===== src/rtl/apb_arb_pkg.sv =====
`default_nettype none
// ============================================================================
// apb_arb_pkg : shared defaults, state encoding and helpers for apb_req_arbiter
// Revision    : 1.0
// ============================================================================
package apb_arb_pkg;

    localparam int ADDR_W_DEF   = 9;
    localparam int DATA_W_DEF   = 8;
    localparam int ADDR_MAX_DEF = 'h03F;
    localparam int TIMEOUT_DEF  = 64;

    typedef enum logic [2:0] {
        ARB_IDLE  = 3'd0,
        ARB_ISSUE = 3'd1,
        ARB_WAIT  = 3'd2,
        ARB_RESP  = 3'd3,
        ARB_DRAIN = 3'd4
    } arb_state_e;

    // The counter only has to hold 0..TIMEOUT-1; keep at least one bit.
    function automatic int cnt_width(input int timeout);
        return (timeout > 1) ? $clog2(timeout) : 1;
    endfunction

endpackage
`default_nettype wire


===== src/rtl/apb_rr_pick.sv =====
`default_nettype none
// ============================================================================
// apb_rr_pick : combinational two-way round-robin picker, one-hot grant
// Revision    : 1.0
// ============================================================================
module apb_rr_pick
    import apb_arb_pkg::*;
(
    input  logic [1:0] valid,
    input  logic       last,
    output logic [1:0] grant
);

    // On contention the requester that was not granted last wins.
    always_comb begin
        grant = 2'b00;
        case (valid)
            2'b01:   grant = 2'b01;
            2'b10:   grant = 2'b10;
            2'b11:   grant = last ? 2'b01 : 2'b10;
            default: grant = 2'b00;
        endcase
    end

endmodule
`default_nettype wire


===== src/rtl/apb_req_arbiter.sv =====
`default_nettype none
// ============================================================================
// apb_req_arbiter : shares one APB master between two requesters, one command
//                   outstanding, with range check and completion timeout
// Revision        : 1.0
// ============================================================================
module apb_req_arbiter
    import apb_arb_pkg::*;
#(
    parameter int                ADDR_W   = ADDR_W_DEF,
    parameter int                DATA_W   = DATA_W_DEF,
    parameter logic [ADDR_W-1:0] ADDR_MAX = ADDR_W'(ADDR_MAX_DEF),
    parameter int                TIMEOUT  = TIMEOUT_DEF
)(
    input  logic              PCLK,
    input  logic              PRESETn,
    input  logic [1:0]        REQ_VALID,
    input  logic [1:0]        REQ_WRITE,
    input  logic [ADDR_W-1:0] REQ_ADDR0,
    input  logic [ADDR_W-1:0] REQ_ADDR1,
    input  logic [DATA_W-1:0] REQ_WDATA0,
    input  logic [DATA_W-1:0] REQ_WDATA1,
    output logic [1:0]        REQ_READY,
    output logic [1:0]        RSP_VALID,
    output logic [DATA_W-1:0] RSP_RDATA,
    output logic              RSP_ERR,
    output logic              ST,
    output logic              WEN,
    output logic [ADDR_W-1:0] APB_WADRS,
    output logic [ADDR_W-1:0] APB_RADRS,
    output logic [DATA_W-1:0] APB_WDATA,
    input  logic              PSEL,
    input  logic              PENABLE,
    input  logic              PREADY,
    input  logic              PLSVERR,
    input  logic [DATA_W-1:0] PRDATA
);

    localparam int              CNT_W    = cnt_width(TIMEOUT);
    localparam logic [CNT_W-1:0] CNT_LAST = CNT_W'(TIMEOUT - 1);

    localparam logic [2:0] ST_IDLE  = ARB_IDLE;
    localparam logic [2:0] ST_ISSUE = ARB_ISSUE;
    localparam logic [2:0] ST_WAIT  = ARB_WAIT;
    localparam logic [2:0] ST_RESP  = ARB_RESP;
    localparam logic [2:0] ST_DRAIN = ARB_DRAIN;

    logic [2:0]        state;
    logic              rr_ptr;      // requester favoured on the next contention
    logic              gnt_idx;
    logic              timed_out;
    logic [CNT_W-1:0]  cnt;

    logic              st_q;
    logic              wen_q;
    logic [ADDR_W-1:0] wadrs_q;
    logic [ADDR_W-1:0] radrs_q;
    logic [DATA_W-1:0] wdata_q;
    logic [DATA_W-1:0] rdata_q;
    logic              err_q;

    logic [1:0]        pick;
    logic              pick_last;
    logic              sel_idx;
    logic              sel_write;
    logic [ADDR_W-1:0] sel_addr;
    logic [DATA_W-1:0] sel_wdata;
    logic              sel_bad;
    logic              accept;
    logic              bus_setup;
    logic              bus_done;
    logic              expired;

    assign pick_last = ~rr_ptr;

    apb_rr_pick u_pick (
        .valid (REQ_VALID),
        .last  (pick_last),
        .grant (pick)
    );

    always_comb begin
        sel_idx   = pick[1];
        sel_write = sel_idx ? REQ_WRITE[1] : REQ_WRITE[0];
        sel_addr  = sel_idx ? REQ_ADDR1    : REQ_ADDR0;
        sel_wdata = sel_idx ? REQ_WDATA1   : REQ_WDATA0;
        sel_bad   = (sel_addr > ADDR_MAX);
        accept    = (state == ST_IDLE) && (pick != 2'b00);
        bus_setup = PSEL & ~PENABLE;
        bus_done  = PSEL & PENABLE & PREADY;
        expired   = (cnt == CNT_LAST);
    end

    // Accept is combinational so the handshake lands in the IDLE cycle itself;
    // masking with reset keeps a dropped handshake from being seen.
    assign REQ_READY = (PRESETn && (state == ST_IDLE)) ? pick : 2'b00;
    assign RSP_VALID = (state == ST_RESP) ? (gnt_idx ? 2'b10 : 2'b01) : 2'b00;
    assign RSP_RDATA = (state == ST_RESP) ? rdata_q : '0;
    assign RSP_ERR   = (state == ST_RESP) && err_q;

    assign ST        = st_q;
    assign WEN       = wen_q;
    assign APB_WADRS = wadrs_q;
    assign APB_RADRS = radrs_q;
    assign APB_WDATA = wdata_q;

    always_ff @(posedge PCLK) begin
        if (!PRESETn) begin
            state     <= ST_IDLE;
            rr_ptr    <= 1'b0;
            gnt_idx   <= 1'b0;
            timed_out <= 1'b0;
            cnt       <= '0;
            st_q      <= 1'b0;
            wen_q     <= 1'b0;
            wadrs_q   <= '0;
            radrs_q   <= '0;
            wdata_q   <= '0;
            rdata_q   <= '0;
            err_q     <= 1'b0;
        end else begin
            case (state)
                ST_IDLE: begin
                    if (accept) begin
                        gnt_idx <= sel_idx;
                        rdata_q <= '0;
                        if (sel_bad) begin
                            // Out-of-range: answer locally, never touch the bus.
                            err_q <= 1'b1;
                            state <= ST_RESP;
                        end else begin
                            err_q   <= 1'b0;
                            st_q    <= 1'b1;
                            wen_q   <= sel_write;
                            wadrs_q <= sel_write ? sel_addr  : '0;
                            radrs_q <= sel_write ? '0        : sel_addr;
                            wdata_q <= sel_write ? sel_wdata : '0;
                            cnt     <= '0;
                            state   <= ST_ISSUE;
                        end
                    end
                end

                ST_ISSUE: begin
                    cnt <= cnt + CNT_W'(1);
                    if (expired) begin
                        st_q      <= 1'b0;
                        err_q     <= 1'b1;
                        rdata_q   <= '0;
                        timed_out <= 1'b1;
                        state     <= ST_RESP;
                    end else if (bus_setup) begin
                        // Dropping ST here lets the master return to IDLE after this transfer.
                        st_q  <= 1'b0;
                        state <= ST_WAIT;
                    end
                end

                ST_WAIT: begin
                    cnt <= cnt + CNT_W'(1);
                    if (bus_done) begin
                        rdata_q <= (!wen_q && !PLSVERR) ? PRDATA : '0;
                        err_q   <= PLSVERR;
                        state   <= ST_RESP;
                    end else if (expired) begin
                        st_q      <= 1'b0;
                        err_q     <= 1'b1;
                        rdata_q   <= '0;
                        timed_out <= 1'b1;
                        state     <= ST_RESP;
                    end
                end

                ST_RESP: begin
                    rr_ptr    <= ~gnt_idx;
                    wen_q     <= 1'b0;
                    wadrs_q   <= '0;
                    radrs_q   <= '0;
                    wdata_q   <= '0;
                    cnt       <= '0;
                    timed_out <= 1'b0;
                    // An aborted transfer may still own the bus; wait for it to let go.
                    state     <= timed_out ? ST_DRAIN : ST_IDLE;
                end

                ST_DRAIN: begin
                    if (!PSEL) begin
                        state <= ST_IDLE;
                    end
                end

                default: begin
                    st_q  <= 1'b0;
                    state <= ST_IDLE;
                end
            endcase
        end
    end

endmodule
`default_nettype wire


===== config.mk =====
export PLATFORM = sky130hd
export DESIGN_NAME = apb_req_arbiter
export DESIGN_NICKNAME = d
export VERILOG_FILES = /design/src/rtl/apb_arb_pkg.sv /design/src/rtl/apb_rr_pick.sv /design/src/rtl/apb_req_arbiter.sv
export SDC_FILE = /design/constraint.sdc
export NUM_CORES = 1
export LEC_CHECK = 0
export CAP_MARGIN = 40
export CORE_UTILIZATION = 45
export CTS_BUF_LIST = sky130_fd_sc_hd__clkbuf_8
export CTS_CLUSTER_DIAMETER = 50
export DETAILED_ROUTE_END_ITERATION = 8
export GPL_ROUTABILITY_DRIVEN = 0
export HOLD_SLACK_MARGIN = 0.15
export PLACE_DENSITY = 0.87
export SLEW_MARGIN = 20
export SYNTH_ARGS = -nofsm -noshare
export SYNTH_HDL_FRONTEND = slang
export SYNTH_SLANG_ARGS = --single-unit

===== constraint.sdc =====
create_clock -name PCLK -period 4.8 [get_ports PCLK]
set_input_delay 0.96 -clock PCLK [delete_from_list [all_inputs] [get_ports PCLK]]
set_output_delay 0.96 -clock PCLK [all_outputs]
set_load 0.05 [all_outputs]

==> results.md <==
* Register area share after synthesis at 40.3%
* DR vias at 2,434
* Synth top area share at 40.3%
* CP peak stage delay at 0.86 ns
* Critical path peak fanout at 14
* Run status: finished clean
* Core region area at 0.00517 mm²
* Grt ovf at 0
* Main combinational cell family by area after synthesis: simple AND/OR/NAND/NOR gates
* Crit. End Element: output port
* Clock latency on the worst-skew pair at 0.30 ns
* RSZ-0062 raised after global routing: no
* Post-Synth Simple-Gate Area at 28.1%
* Post-CTS Resized at 0
* GRT Overall Usage at 23.4%
* Post-Synthesis Cell Area at 0.00243 mm²
* Synth Area in Adders at 0.514%
* Setup crit start: state[0]$_SDFFE_PN0P_
* Most frequent cells in the layout: clkdlybuf4s50_1 (92), dfxtp_1 (49), nand2_1 (28)
* Synthesized flop and latch total at 49
* Fin nets at 421
* Die Span Y at 75.5 µm
* Max-slew violations at 0
* Cell taking the most area after synthesis: dfxtp_1
* Routed WL at 6520 µm
* Syn nets at 337
* Maximum clock path buffer count at 2
* Syn Area/Cell at 8.57 µm²
* Fmax at 0.250 GHz
* Most common library cell in the layout ignoring fill and taps: clkdlybuf4s50_1
* WS Path Type: flip-flop to output port
* WP data arrival at 3.04 ns
* Slowest-stage cell, CP: clkdlybuf4s50_1
* Post-route DRC at 0
* Worst-path clk slew at 0.08 ns
* Die area at 0.00571 mm²
* Final setup fails at 0
* CTS tree: yes
* Chip Width at 75.5 µm
* Ordered list of cells on the worst path: nor2b_1, nand2_1, nor2_1, clkdlybuf4s50_1
* Leakage power at 0.00132 µW
* Post-synth EDFFs at 0
* Placed cell areas at 0.00337 mm²
* Final non-filler cell total at 439
* Commonest register cell after synthesis: dfxtp_1
* CP top delay family: simple AND/OR/NAND/NOR gates
* Area grow syn2layout at 42.5%
* Routed WL per cell at 14.9 µm
* ANT nets after route at 0
* Initial DRC count at 193
* Slew @ Worst Pin at 0.882 ns
* Post-synthesis xor/xnor area fraction at 0.720%
* Clock skew at 0.00897 ns
* Num CTS Buffers at 5
* Vias per cell at 5.54
* Asr flop ratio synth at 0%
* Total number of yosys warnings at 0
* Largest net degree at the start of global routing at 30
* Hold Crit Start: APB_WDATA[4]$_SDFFE_PN0P_
* FP Rows at 26
* Final Hold Vio Count at 0
* Maxcap violations at 0
* Mux contribution to synthesized area at 6.99%
* Required @ worst endpoint at 3.84 ns
* Design Area, Final at 0.00347 mm²
* DRT Pass-1 Iters at 4
* CTS Sinks at 49
* Total power at 992 µW
* Critical R2R Launch: state[0]$_SDFFE_PN0P_
* Setup crit start kind: flip-flop
* Final Critical Period at 4.00 ns
* CP bufs+invs at 1
* Mapped Cells at 284
* PwrDens at 286 mW/mm²
* Sum Neg Setup Slack at 0 ns
* Io pins at 93
* Crit share post-route at 83.2%
* Compound-cell area share of the yosys netlist at 18.6%
* Postcts setup bufs at 0
* HP Class: flip-flop to flip-flop
* Top post-synthesis cells by area: dfxtp_1 (40%), a21oi_1 (5.1%), nand3_1 (4.9%)
* Layout fillers at 417
* N_diodes at 0
* Maximum VDD drop at 157 µV
* Initial antenna violation count at 0
* Port buffer count at 92
* Share of cells above drive strength 1 at 9.49%
* DPL Wire Length at 4570 µm
* Vias in the first global route at 2,167
* Relative slew margins at 41.1%
* H-tree Lvls at 2
* First-pass GRT wire length at 10,100 µm
* Root buffer cell: clkbuf_8
* Post-CTS Hold Buffers at 0
* DP Cell Count at 430
* Initial Utilization at 47.0%
* Yosys cell types at 51
cell type report:
cell class | instances | area (µm²) | share of cell area [%]
clock buffer | 5 | 68.8 | 1.98
clock inverter | 3 | 11.3 | 0.325
inverter | 5 | 18.8 | 0.541
multi-input combinational | 211 | 1340 | 38.6
sequential | 49 | 981 | 28.3
tap | 70 | 87.6 | 2.53
timing repair buffer | 96 | 962 | 27.8
power by group:
| group | leakage (µW) | internal (µW) | total [µW] | switching, µW |
|---|---|---|---|---|
| clock | 0.0000519 | 97.3 | 224 | 126 |
| combinational | 0.000869 | 131 | 306 | 175 |
| sequential | 0.000397 | 430 | 463 | 32.1 |
synthesized netlist by cell type (2+ instances only):
cell and count:
nor3_1 7, o31a_1 2, nand2_1 28, o21ai_0 7, nor3_4 2, buf_2 5, a22o_1 5, mux2_2 8
or4_1 3, o31ai_1 4, xnor2_1 2, nand2b_1 3, and2_1 9, o21a_1 2, buf_1 3, dfxtp_1 49
or2_2 4, inv_1 5, mux2i_1 8, o41ai_1 7, buf_6 2, nand3_1 24, a32oi_1 3, clkbuf_1 8
nor2_1 19, and3_1 12, a21oi_1 25, or4b_2 5
sequential cells by signal, indices dropped and copies added (netlist names):
name       count
APB_RADRS      9
APB_WADRS      9
APB_WDATA      8
rdata_q        8
cnt            6
state          3
ST             1
WEN            1
err_q          1
gnt_idx        1
rr_ptr         1
timed_out      1
worst min-delay path, cell delays in order (launching register included):
cell and delay (ns):
dfxtp_1 0.31, nand2_1 0.05, a21oi_1 0.05
final timing paths:
path / end / slack [ns] / depth (start not counted)
max: RSP_VALID[0] / 0.80 / 4
min: APB_WDATA[4]$_SDFFE_PN0P_ / 0.45 / 2
max reg2reg: APB_WADRS[5]$_SDFFE_PN0P_ / 1.81 / 6
min reg2reg: APB_WDATA[4]$_SDFFE_PN0P_ / 0.45 / 2
logic make-up (layout without fill, tap and decap cells):
family | Yosys count | count (layout)
and+or+nand+nor | 125 | 125
adders and majority gates | 1 | 1
muxes | 16 | 16
AOI/OAI and AO/OA | 67 | 67
xor gates and xnor gates | 2 | 2
DFF | 49 | 49
buffers and inverters | 24 | 109
metrics by stage:
step           util, %  hold WS [ns]  setup slack [ns]
6_report          67.0         0.451             0.805
5_1_grt           67.0         0.478             0.575
4_1_cts           66.7         0.457             0.837
3_5_place_dp      65.2         0.445             0.835
3_3_place_gp      65.0         0.437             0.884
2_1_floorplan        -         0.432              1.39
per-layer routing:
layer / vias to the layer above / share of wire [%] / GRT usage [%]
li1: 1203 / - / -
met1: 1118 / 44 / 28.9
met2: 102 / 47 / 39.8
met3: 11 / 6.7 / 4.23
met4: 0 / 2.1 / 10.5
met5: - / 0 / 0
(Power assumes the default switching activity.)
